`src/rtl/hazard_scoreboard_pkg.sv`:
```
// Shared widths, pipeline latency constants and hazard flag bundle for the
// register scoreboard.
package hazard_scoreboard_pkg;

    localparam int unsigned SB_ADDR_W = 5;
    localparam int unsigned SB_LAT_W  = 3;
    localparam int unsigned SB_CNT_W  = 32;

    // Result (R) and writeback (W) ages for the standard functional units
    localparam int unsigned LAT_ALU_R  = 1;
    localparam int unsigned LAT_LD_R   = 2;
    localparam int unsigned LAT_PIPE_W = 3;
    localparam int unsigned LAT_MUL_R  = 5;
    localparam int unsigned LAT_MUL_W  = 6;

    typedef struct packed {
        logic rawA;
        logic rawB;
        logic port;
        logic waw;
    } hazardVec_t;

endpackage

```
`src/rtl/hazard_scoreboard_if.sv`:
```
// ID-stage request bundle into the scoreboard and its stall/forward responses.
interface hazard_scoreboard_if
    import hazard_scoreboard_pkg::*;
#(
    parameter int unsigned ADDR_W = SB_ADDR_W,
    parameter int unsigned LAT_W  = SB_LAT_W,
    parameter int unsigned CNT_W  = SB_CNT_W
);
    logic                 id_valid;
    logic [ADDR_W-1:0]    id_rs;
    logic [ADDR_W-1:0]    id_rt;
    logic                 id_use_rs;
    logic                 id_use_rt;
    logic                 id_we;
    logic [ADDR_W-1:0]    id_dst;
    logic [LAT_W-1:0]     id_rlat;
    logic [LAT_W-1:0]     id_wlat;
    logic                 flush;
    logic                 ext_stall;
    logic                 stall;
    logic                 issue;
    logic [LAT_W-1:0]     fwd_sel_a;
    logic [LAT_W-1:0]     fwd_sel_b;
    logic [2**ADDR_W-1:0] busy;
    logic [CNT_W-1:0]     stall_cnt;

    modport master (
        output id_valid, id_rs, id_rt, id_use_rs, id_use_rt, id_we, id_dst,
               id_rlat, id_wlat, flush, ext_stall,
        input  stall, issue, fwd_sel_a, fwd_sel_b, busy, stall_cnt
    );

    modport slave (
        input  id_valid, id_rs, id_rt, id_use_rs, id_use_rt, id_we, id_dst,
               id_rlat, id_wlat, flush, ext_stall,
        output stall, issue, fwd_sel_a, fwd_sel_b, busy, stall_cnt
    );

endinterface

```
`src/rtl/hazard_scoreboard_entry.sv`:
```
// One scoreboard entry: tracks an in-flight write's age and its result and
// writeback latencies; clears itself once the register file has been written.
module sb_entry
    import hazard_scoreboard_pkg::*;
#(
    parameter int unsigned LAT_W = SB_LAT_W
) (
    input  logic             clk,
    input  logic             rst,
    input  logic             load,
    input  logic             advance,
    input  logic [LAT_W-1:0] loadRlat,
    input  logic [LAT_W-1:0] loadWlat,
    output logic             valid,
    output logic [LAT_W-1:0] age,
    output logic [LAT_W-1:0] rlat,
    output logic [LAT_W-1:0] rem
);
    logic [LAT_W-1:0] wlat;

    // A new issue overrides any retire on the same edge; otherwise age or retire
    always_ff @(posedge clk or posedge rst) begin
        if (rst) begin
            valid <= 1'b0;
            age   <= '0;
            rlat  <= '0;
            wlat  <= '0;
        end else if (load) begin
            valid <= 1'b1;
            age   <= LAT_W'(1);
            rlat  <= loadRlat;
            wlat  <= loadWlat;
        end else if (valid && advance) begin
            if (age == wlat) begin
                valid <= 1'b0;
            end else begin
                age <= age + LAT_W'(1);
            end
        end
    end

    assign rem = wlat - age;

endmodule

```
`src/rtl/hazard_scoreboard.sv`:
```
// Register scoreboard at ID: detects RAW, WAW-ordering and write-port
// hazards against all in-flight writes and selects operand forwarding ages.
module hazard_scoreboard
    import hazard_scoreboard_pkg::*;
#(
    parameter int unsigned ADDR_W = SB_ADDR_W,
    parameter int unsigned LAT_W  = SB_LAT_W,
    parameter int unsigned CNT_W  = SB_CNT_W
) (
    input logic                clk,
    input logic                rst,
    hazard_scoreboard_if.slave sb
);
    localparam int unsigned NREGS = 2 ** ADDR_W;

    logic [NREGS-1:0] entValid;
    logic [NREGS-1:0] portMatch;
    logic [LAT_W-1:0] entAge  [NREGS];
    logic [LAT_W-1:0] entRlat [NREGS];
    logic [LAT_W-1:0] entRem  [NREGS];
    logic             writeIssue;
    logic             stall;
    logic             issue;
    logic [CNT_W-1:0] stallCnt;
    hazardVec_t       haz;

    // r0 is never tracked
    assign entValid[0]  = 1'b0;
    assign portMatch[0] = 1'b0;
    assign entAge[0]    = '0;
    assign entRlat[0]   = '0;
    assign entRem[0]    = '0;

    assign writeIssue = issue && sb.id_we && (sb.id_dst != '0);

    for (genvar i = 1; i < NREGS; i++) begin : gEntry
        sb_entry #(.LAT_W(LAT_W)) uEntry (
            .clk      (clk),
            .rst      (rst),
            .load     (writeIssue && (sb.id_dst == ADDR_W'(i))),
            .advance  (!sb.ext_stall),
            .loadRlat (sb.id_rlat),
            .loadWlat (sb.id_wlat),
            .valid    (entValid[i]),
            .age      (entAge[i]),
            .rlat     (entRlat[i]),
            .rem      (entRem[i])
        );
        assign portMatch[i] = entValid[i] && (entRem[i] == sb.id_wlat);
    end

    // Hazard flags from scoreboard state and the instruction in ID
    always_comb begin
        haz      = '0;
        haz.rawA = sb.id_use_rs && entValid[sb.id_rs] &&
                   (entAge[sb.id_rs] < entRlat[sb.id_rs]);
        haz.rawB = sb.id_use_rt && entValid[sb.id_rt] &&
                   (entAge[sb.id_rt] < entRlat[sb.id_rt]);
        haz.port = sb.id_we && (sb.id_dst != '0) && (|portMatch);
        haz.waw  = sb.id_we && entValid[sb.id_dst] &&
                   (entRem[sb.id_dst] > sb.id_wlat);
    end

    assign stall = sb.id_valid && !sb.flush && (|haz);
    assign issue = sb.id_valid && !stall && !sb.flush && !sb.ext_stall;

    assign sb.stall     = stall;
    assign sb.issue     = issue;
    assign sb.busy      = entValid;
    assign sb.stall_cnt = stallCnt;
    assign sb.fwd_sel_a = (sb.id_use_rs && entValid[sb.id_rs]) ?
                          entAge[sb.id_rs] + LAT_W'(1) : '0;
    assign sb.fwd_sel_b = (sb.id_use_rt && entValid[sb.id_rt]) ?
                          entAge[sb.id_rt] + LAT_W'(1) : '0;

    // Saturating count of hazard-stall cycles
    always_ff @(posedge clk or posedge rst) begin
        if (rst) begin
            stallCnt <= '0;
        end else if (stall && !(&stallCnt)) begin
            stallCnt <= stallCnt + CNT_W'(1);
        end
    end

endmodule
```
`src/flat_wrapper.sv`:
```
// flat-port wrapper written by rule: the top's interface ports become plain ports
module hazard_scoreboard_flat import hazard_scoreboard_pkg::*;
#(
    parameter int unsigned ADDR_W = SB_ADDR_W,
    parameter int unsigned LAT_W  = SB_LAT_W,
    parameter int unsigned CNT_W  = SB_CNT_W
)
  (clk, rst, sb_id_valid, sb_id_rs, sb_id_rt, sb_id_use_rs, sb_id_use_rt, sb_id_we, sb_id_dst, sb_id_rlat, sb_id_wlat, sb_flush, sb_ext_stall, sb_stall, sb_issue, sb_fwd_sel_a, sb_fwd_sel_b, sb_busy, sb_stall_cnt);
  hazard_scoreboard_if #(.ADDR_W(ADDR_W), .LAT_W(LAT_W), .CNT_W(CNT_W)) sb_i ();
  input logic clk;
  input logic rst;
  input wire logic [$bits(sb_i.id_valid)-1:0] sb_id_valid;
  input wire logic [$bits(sb_i.id_rs)-1:0] sb_id_rs;
  input wire logic [$bits(sb_i.id_rt)-1:0] sb_id_rt;
  input wire logic [$bits(sb_i.id_use_rs)-1:0] sb_id_use_rs;
  input wire logic [$bits(sb_i.id_use_rt)-1:0] sb_id_use_rt;
  input wire logic [$bits(sb_i.id_we)-1:0] sb_id_we;
  input wire logic [$bits(sb_i.id_dst)-1:0] sb_id_dst;
  input wire logic [$bits(sb_i.id_rlat)-1:0] sb_id_rlat;
  input wire logic [$bits(sb_i.id_wlat)-1:0] sb_id_wlat;
  input wire logic [$bits(sb_i.flush)-1:0] sb_flush;
  input wire logic [$bits(sb_i.ext_stall)-1:0] sb_ext_stall;
  output wire logic [$bits(sb_i.stall)-1:0] sb_stall;
  output wire logic [$bits(sb_i.issue)-1:0] sb_issue;
  output wire logic [$bits(sb_i.fwd_sel_a)-1:0] sb_fwd_sel_a;
  output wire logic [$bits(sb_i.fwd_sel_b)-1:0] sb_fwd_sel_b;
  output wire logic [$bits(sb_i.busy)-1:0] sb_busy;
  output wire logic [$bits(sb_i.stall_cnt)-1:0] sb_stall_cnt;
  assign sb_i.id_valid = sb_id_valid;
  assign sb_i.id_rs = sb_id_rs;
  assign sb_i.id_rt = sb_id_rt;
  assign sb_i.id_use_rs = sb_id_use_rs;
  assign sb_i.id_use_rt = sb_id_use_rt;
  assign sb_i.id_we = sb_id_we;
  assign sb_i.id_dst = sb_id_dst;
  assign sb_i.id_rlat = sb_id_rlat;
  assign sb_i.id_wlat = sb_id_wlat;
  assign sb_i.flush = sb_flush;
  assign sb_i.ext_stall = sb_ext_stall;
  assign sb_stall = sb_i.stall;
  assign sb_issue = sb_i.issue;
  assign sb_fwd_sel_a = sb_i.fwd_sel_a;
  assign sb_fwd_sel_b = sb_i.fwd_sel_b;
  assign sb_busy = sb_i.busy;
  assign sb_stall_cnt = sb_i.stall_cnt;
  hazard_scoreboard #(.ADDR_W(ADDR_W), .LAT_W(LAT_W), .CNT_W(CNT_W)) u_core (.clk(clk), .rst(rst), .sb(sb_i));
endmodule
```
`config.mk`:
```
export PLATFORM = sky130hd
export DESIGN_NAME = hazard_scoreboard_flat
export DESIGN_NICKNAME = d
export VERILOG_FILES = /design/src/rtl/hazard_scoreboard_pkg.sv /design/src/rtl/hazard_scoreboard_if.sv /design/src/rtl/hazard_scoreboard_entry.sv /design/src/rtl/hazard_scoreboard.sv /design/src/flat_wrapper.sv
export SDC_FILE = /design/constraint.sdc
export NUM_CORES = 1
export LEC_CHECK = 0
export BUFFER_PORTS_ARGS = -buffer_cell sky130_fd_sc_hd__buf_2
export CAP_MARGIN = 20
export CORE_MARGIN = 3
export CORE_UTILIZATION = 25
export CTS_BUF_LIST = sky130_fd_sc_hd__clkbuf_16
export DETAILED_ROUTE_END_ITERATION = 16
export HOLD_SLACK_MARGIN = 0.02
export SYNTH_ARGS = -nofsm -noshare
export SYNTH_HDL_FRONTEND = slang
export SYNTH_HIERARCHICAL = 1
export SYNTH_SLANG_ARGS = --single-unit
```
`constraint.sdc`:
```
create_clock -name clk -period 12 [get_ports clk]
set_input_delay 0.6 -clock clk [delete_from_list [all_inputs] [get_ports clk]]
set_output_delay 0.6 -clock clk [all_outputs]
set_load 0.05 [all_outputs]
```
# After elaboration in Yosys (flattened, before gate mapping)
# Cells that the tools add are included.
# W data, S select, Z words.
op_classes:
  n_addsub: 65
  magnitude_cmp: 9
  eq_ne: 124
  muxes: 209
  bitwise_logic: 3
  n_reduce_logical: 241
op_table:
  columns: ["operator", "count"]
  rows:
  - ["$mux W3", 105]
  - ["$eq A3 B3 Y1", 62]
  - ["$reduce_and A2 Y1", 62]
  - ["$reduce_bool A2 Y1", 62]
  - ["$logic_and A1 B1 Y1", 109]
  - ["$add A3 B1 Y3 const B", 33]
  - ["$mux W1", 96]
  - ["$sub A3 B3 Y3", 31]
  - ["$eq A5 B5 Y1 const B", 16]
  - ["$bmux W3 S5", 5]
  - ["$ne A2 B2 Y1 const B", 31]
  - ["$eq A5 B4 Y1 const B", 8]
  - ["$add A32 B1 Y32 const B", 1]
  - ["$reduce_and A32 Y1", 1]
  - ["$reduce_or A31 Y1", 1]
  - ["$eq A5 B3 Y1 const B", 4]
  - ["$ge A6 B6 Y1 const B", 3]
  - ["$lt A5 B6 Y1 const B", 3]
  - ["$not A5 Y6", 3]
  - ["$bmux W1 S5", 3]
  - ["$eq A5 B2 Y1 const B", 2]
  - ["$lt A3 B3 Y1", 2]
  - ["$eq A5 B1 Y1 const B", 1]
  - ["$reduce_bool A5 Y1", 1]
  - ["3 further kinds", 6]
totals:
  ff_bits: 342
  inputBits: 29
  out_inout_bits: 72
  wordCells: 776

# Longest topological paths before layout
depth:
  word_depth: 17
  mapped_depth: 23
  mapped_depth_nobuf: 20

# Modules after synthesis
# Netlist, hierarchy kept.
by_module_without_submodules:
  columns: ["mod", "instances", "cells_each", "area_per_inst_um2", "seq_area_each_um2"]
  rows:
  - ["sb_entry", 31, 46, 530.5, 250.2]
  - ["hazard_scoreboard", 1, 736, 7852.5, 800.8]

# Worst setup path before layout
# OpenSTA, ideal clock, no wires.
synth_path:
  path_type: "input to output"
  start: "input sb_id_rs[0]"
  end: "output sb_stall"
  arrival_ns: 5.032
  t_required_ns: 11.400
  setup_slack_ns: 6.368
  stages: 15
  n_path_buf: 6
  cell_sequence: "buf_2 > buf_2 > buf_2 > buf_2 > buf_1 > mux4_2 > mux4_2 > mux2i_1 > ha_1 > o211ai_1 > a211o_1 > nand3_1 > o211ai_4 > clkbuf_1 > nor2b_1"
synth_via:
  elab_chain_len: 8
  word_cells_on_any_way: 14
  cone_classes: "order compare (1); mux (8); bitwise (1); reduce/logical (4)"
synth_lines:
  columns: ["item", "line", "source"]
  rows:
  - ["start: declaration", "flat_wrapper.sv:13", "input wire logic [$bits(sb_i.id_rs)-1:0] sb_id_rs;"]
  - ["$not A5 Y6 (not written as such)", "hazard_scoreboard.sv:56", "(entAge[sb.id_rs] < entRlat[sb.id_rs]);"]
  - ["$bmux W3 S5", "hazard_scoreboard.sv:56", null]
  - ["$mux W3 (not written as such) (2 in series)", "hazard_scoreboard.sv:56", null]
  - ["$lt A3 B3 Y1", "hazard_scoreboard.sv:56", null]
  - ["$logic_and A1 B1 Y1 *", "hazard_scoreboard.sv:55", "haz.rawA = sb.id_use_rs && entValid[sb.id_rs] &&"]
  - ["$reduce_or A4 Y1 *", "hazard_scoreboard.sv:64", "assign stall = sb.id_valid && !sb.flush && (|haz);"]
  - ["$logic_and A1 B1 Y1 *", "hazard_scoreboard.sv:64", null]
  - ["end: declaration", "flat_wrapper.sv:23", "output wire logic [$bits(sb_i.stall)-1:0] sb_stall;"]
# Mark *: on every way between the ends. The rest lies on a longest branch, timed or not. The select of a mux whose other input is x is not followed.

==> flow_results.xml <==
<?xml version="1.0" encoding="UTF-8"?>
<metrics>
  <group name="synthesis">
    <metric name="syn_inst" unit="">2162</metric>
    <metric name="yosysSeqAreaShare" unit="%">35.2</metric>
    <metric name="yosysTopAreaCell" unit="">sky130_fd_sc_hd__dfrtp_1</metric>
    <metric name="synth.cell_area" unit="µm²">24300</metric>
    <metric name="netlist.area_leader.share" unit="%">35.2</metric>
    <metric name="yosys-top-cells-area" unit="">sky130_fd_sc_hd__dfrtp_1 (35%), sky130_fd_sc_hd__mux4_2 (13%), sky130_fd_sc_hd__xnor2_1 (5.6%), sky130_fd_sc_hd__ha_1 (5.3%), sky130_fd_sc_hd__mux2_1 (4.3%)</metric>
    <metric name="asyncSetResetFlopFracSynth" unit="%">100</metric>
    <metric name="yosys_most_used_dff" unit="">sky130_fd_sc_hd__dfrtp_1</metric>
    <metric name="syn-num-nets" unit="">2325</metric>
    <metric name="post_synth_fa_ha_maj_area_fraction" unit="%">7.86</metric>
    <metric name="synth_cell_type_count" unit="">61</metric>
    <metric name="synth-edff-count" unit="">0</metric>
    <metric name="ys_ff_latch" unit="">342</metric>
    <metric name="synth_most_common_cell" unit="">sky130_fd_sc_hd__dfrtp_1</metric>
    <metric name="syn_avg_cell_area" unit="µm²">11.2</metric>
    <metric name="synthMuxAreaShare" unit="%">24.9</metric>
    <metric name="synth_top_family_by_area" unit="">multiplexers</metric>
    <metric name="synth_compound_area_share" unit="%">6.61</metric>
    <metric name="synth_simple_gate_area_share" unit="%">12.5</metric>
    <metric name="synth-xor-area-share" unit="%">7.73</metric>
    <metric name="yosys_warnings" unit="">6</metric>
    <metric name="yosys-top-cells-count" unit="">sky130_fd_sc_hd__dfrtp_1 (342), sky130_fd_sc_hd__inv_1 (199), sky130_fd_sc_hd__xnor2_1 (156)</metric>
  </group>
  <group name="sta">
    <metric name="slew_headroom" unit="%">25.4</metric>
    <metric name="final.min_clock_period" unit="ns">6.67</metric>
    <metric name="timing_max_transition_violations_final" unit="">0</metric>
    <metric name="setup_total_negative_slack" unit="ns">0</metric>
    <metric name="hold_violations" unit="">0</metric>
    <metric name="fmax" unit="MHz">150</metric>
    <metric name="unrepaired_setup_endpoints_after_global_routing" unit="">no</metric>
    <metric name="setup_viol" unit="">0</metric>
    <metric name="final_min_period_over_clock_period" unit="%">55.6</metric>
    <metric name="clock-skew-final" unit="ns">0.0350</metric>
    <metric name="worst-slew-pin-transition" unit="ns">1.12</metric>
  </group>
  <group name="route">
    <metric name="topRoutingLayerUsed" unit="">met5</metric>
    <metric name="route.met2.wl" unit="µm">33800</metric>
    <metric name="first_pass_iteration_count_of_the_detailed_router" unit="">6</metric>
    <metric name="met1Wirelength" unit="µm">32900</metric>
    <metric name="drt-wirelength-per-cell" unit="µm">21.9</metric>
    <metric name="met3_wirelength" unit="µm">7720</metric>
    <metric name="drt-total-wl" unit="µm">77000</metric>
    <metric name="initialDrtViolationCount" unit="">1799</metric>
    <metric name="ant_nets" unit="">0</metric>
    <metric name="routed-via-count" unit="">17900</metric>
    <metric name="via_per_inst" unit="">5.08</metric>
    <metric name="drc_errors" unit="">0</metric>
  </group>
  <group name="clock_tree">
    <metric name="cts_max_path_buffers" unit="">3</metric>
    <metric name="cts.htree.levels" unit="">2</metric>
    <metric name="cts_hold_buf" unit="">0</metric>
    <metric name="numClockSinks" unit="">342</metric>
    <metric name="cts_setup_buffers" unit="">0</metric>
    <metric name="tritoncts" unit="">done</metric>
    <metric name="cts_buffers" unit="">40</metric>
    <metric name="root_buffer" unit="">sky130_fd_sc_hd__clkbuf_16</metric>
    <metric name="cts_resized" unit="">0</metric>
    <metric name="cts.reportedPaths.clkPinSlew" unit="ns">0.06</metric>
    <metric name="clkLatencyLatePin" unit="ns">0.58</metric>
  </group>
  <group name="cells_and_area">
    <metric name="n_fill_cell" unit="">9807</metric>
    <metric name="multi_input_combinational_cell_area" unit="µm²">14500</metric>
    <metric name="ff_latch_area" unit="µm²">8560</metric>
    <metric name="area_delta_synth_final" unit="%">12.7</metric>
    <metric name="final_nets" unit="">2384</metric>
    <metric name="drive_above_1_share" unit="%">22.7</metric>
  </group>
  <group name="worst_setup_path">
    <metric name="worst_ep_required_time" unit="ns">12.45</metric>
    <metric name="path_max_fanout" unit="">35</metric>
    <metric name="critical_path.startpoint_type" unit="">flop</metric>
    <metric name="critPathArrivalTime" unit="ns">7.12</metric>
    <metric name="crit_chain" unit="">ha_1 &gt; fa_1 &gt; inv_1 &gt; mux4_2 &gt; mux4_2 &gt; mux2_2 &gt; ha_1 &gt; nor2b_1 &gt; o21ai_0 &gt; a21oi_1 &gt; a41oi_1 &gt; o211ai_4 &gt; or4_1 &gt; nor2_1 &gt; mux2_2</metric>
    <metric name="critPathCaptureType" unit="">flop</metric>
    <metric name="path_class" unit="">reg2reg</metric>
    <metric name="crit_path_max_incr_delay" unit="ns">1.10</metric>
    <metric name="r2r_cells" unit="">15</metric>
    <metric name="cell_with_the_biggest_individual_delay_on_the_critical_path" unit="">sky130_fd_sc_hd__or4_1</metric>
  </group>
  <group name="run_status">
    <metric name="status" unit="">completed</metric>
  </group>
  <group name="global_routing">
    <metric name="first_pass_grt_wire_length" unit="µm">116000</metric>
    <metric name="number_of_global_route_vias_before_repair" unit="">17500</metric>
    <metric name="grt_start_max_net_pins" unit="">52</metric>
    <metric name="global_route.overflow_total" unit="">0</metric>
    <metric name="gr-usage-all-layers" unit="%">14.9</metric>
    <metric name="antenna_violations_before_repair" unit="">11</metric>
  </group>
  <group name="pwr">
    <metric name="power_leakage" unit="nW">12.1</metric>
    <metric name="max-vdd-ir-drop" unit="V">0.0000875</metric>
    <metric name="power.density_cell_area" unit="nW/µm²">161</metric>
    <metric name="totalPowerFinal" unit="W">0.00442</metric>
  </group>
  <group name="die">
    <metric name="dieHeight" unit="µm">318</metric>
    <metric name="initial_utilization" unit="%">25.4</metric>
    <metric name="boundaryPins" unit="">101</metric>
    <metric name="num_rows" unit="">113</metric>
    <metric name="standard_cell_core_area" unit="µm²">95700</metric>
    <metric name="die-width" unit="µm">318</metric>
    <metric name="dieArea" unit="µm²">101000</metric>
  </group>
  <group name="placed_design">
    <metric name="post-dp-hpwl" unit="µm">57100</metric>
    <metric name="placement.io_buffers" unit="">99</metric>
    <metric name="finalWeightedCongestion" unit="">0.972</metric>
  </group>
  <group name="min_path">
    <metric name="min-delay-path-class" unit="">in2async</metric>
  </group>
  <group name="job">
    <metric name="drv.max_cap_violation_count" unit="">0</metric>
  </group>
</metrics>
[cell families after synthesis]
logic type / Yosys count
buf+inv: 306
fa+ha+maj: 134
other cells: 1
mux: 405
flops: 342
simple gates: 567
xor+xnor: 188
compound gates: 219
[critical path: cells and delay by family, from the launching register on]
kind,cells,cell delay (ns)
buf+inv,1,0.08
flops,1,0.48
compound gates,4,1.00
simple gates,3,2.19
fa+ha+maj,3,1.04
mux,4,1.73
[metal layers]
metal / GRT usage [%] / vias to the layer above
met5: 0 / -
met4: 4.97 / 10
met3: 3.96 / 152
met2: 22.7 / 810
met1: 20.6 / 9139
li1: - / 7785
[through the flow]
stage | worst slack, ns | hold slack, ns | cells | area, µm² | util (%)
2_1_floorplan | 6.37 | 0.440 | 2162 | 24300 | -
3_3_place_gp | 5.28 | 0.476 | 3435 | 26000 | 27.2
3_5_place_dp | 5.25 | 0.481 | 3435 | 26000 | 27.2
4_1_cts | 5.36 | 0.364 | 3506 | 27300 | 28.5
5_1_grt | 5.00 | 0.410 | 3515 | 27400 | 28.6
6_report | 5.33 | 0.385 | 3521 | 27400 | 28.6
[cell type report]
type	instances	share of cell area [%]
multi-input combinational	1514	53.0
sequential	342	31.3
tap	1265	5.78
clock buffer	42	3.84
inverter	200	2.75
timing repair buffer	123	2.60
clock inverter	29	0.768
antenna	6	0.0548
[sequential cells by signal, indices dropped and copies added, names as in the netlist]
signal                      count
u_core/gEntry.uEntry/wlat      93
u_core/sb.stall_cnt            32
u_core/gEntry.uEntry/rlat      93
u_core/gEntry.uEntry/age       93
u_core/gEntry.uEntry/valid     31
[worst paths after layout]
path / start / to / slack, ns
min reg2reg: u_core/sb.stall_cnt[20]$_DFFE_PP0P_ / u_core/sb.stall_cnt[20]$_DFFE_PP0P_ / 0.48
min in group clk: u_core/sb.stall_cnt[20]$_DFFE_PP0P_ / u_core/sb.stall_cnt[20]$_DFFE_PP0P_ / 0.48
min: rst / u_core/sb.stall_cnt[28]$_DFFE_PP0P_ / 0.38
max: u_core/gEntry[23].uEntry/age[0]$_DFFE_PP0P_ / u_core/gEntry[12].uEntry/rlat[2]$_DFFE_PP0P_ / 5.33
max in group asynchronous: rst / u_core/sb.stall_cnt[7]$_DFFE_PP0P_ / 10.96
max reg2reg: u_core/gEntry[23].uEntry/age[0]$_DFFE_PP0P_ / u_core/gEntry[12].uEntry/rlat[2]$_DFFE_PP0P_ / 5.33
[power by group]
group          switching (W)  leakage [nW]  internal [W]
Combinational       0.000905          7.11      0.000699
Sequential          0.000303          4.37       0.00131
Clock               0.000507         0.652      0.000694
[cells in the final DEF, fill, tap and decap left out, types with 32 or more instances in the layout]
| cell type | instances |
|---|---|
| sky130_fd_sc_hd__nand3_1 | 55 |
| sky130_fd_sc_hd__inv_1 | 207 |
| sky130_fd_sc_hd__ha_1 | 103 |
| sky130_fd_sc_hd__buf_2 | 94 |
| sky130_fd_sc_hd__o21ai_0 | 69 |
| sky130_fd_sc_hd__clkbuf_16 | 42 |
| sky130_fd_sc_hd__xnor2_1 | 156 |
| sky130_fd_sc_hd__a31oi_1 | 34 |
| sky130_fd_sc_hd__nor2_1 | 102 |
| sky130_fd_sc_hd__mux2i_1 | 82 |
| sky130_fd_sc_hd__mux2_1 | 93 |
| sky130_fd_sc_hd__dfrtp_1 | 342 |
| sky130_fd_sc_hd__nand2_1 | 121 |
| sky130_fd_sc_hd__nor2b_1 | 46 |
| sky130_fd_sc_hd__nand4_1 | 86 |
| sky130_fd_sc_hd__nand2b_1 | 68 |
| sky130_fd_sc_hd__a31oi_2 | 32 |
| sky130_fd_sc_hd__mux4_2 | 142 |
| sky130_fd_sc_hd__mux2_2 | 88 |
(Power assumes the default switching activity.)
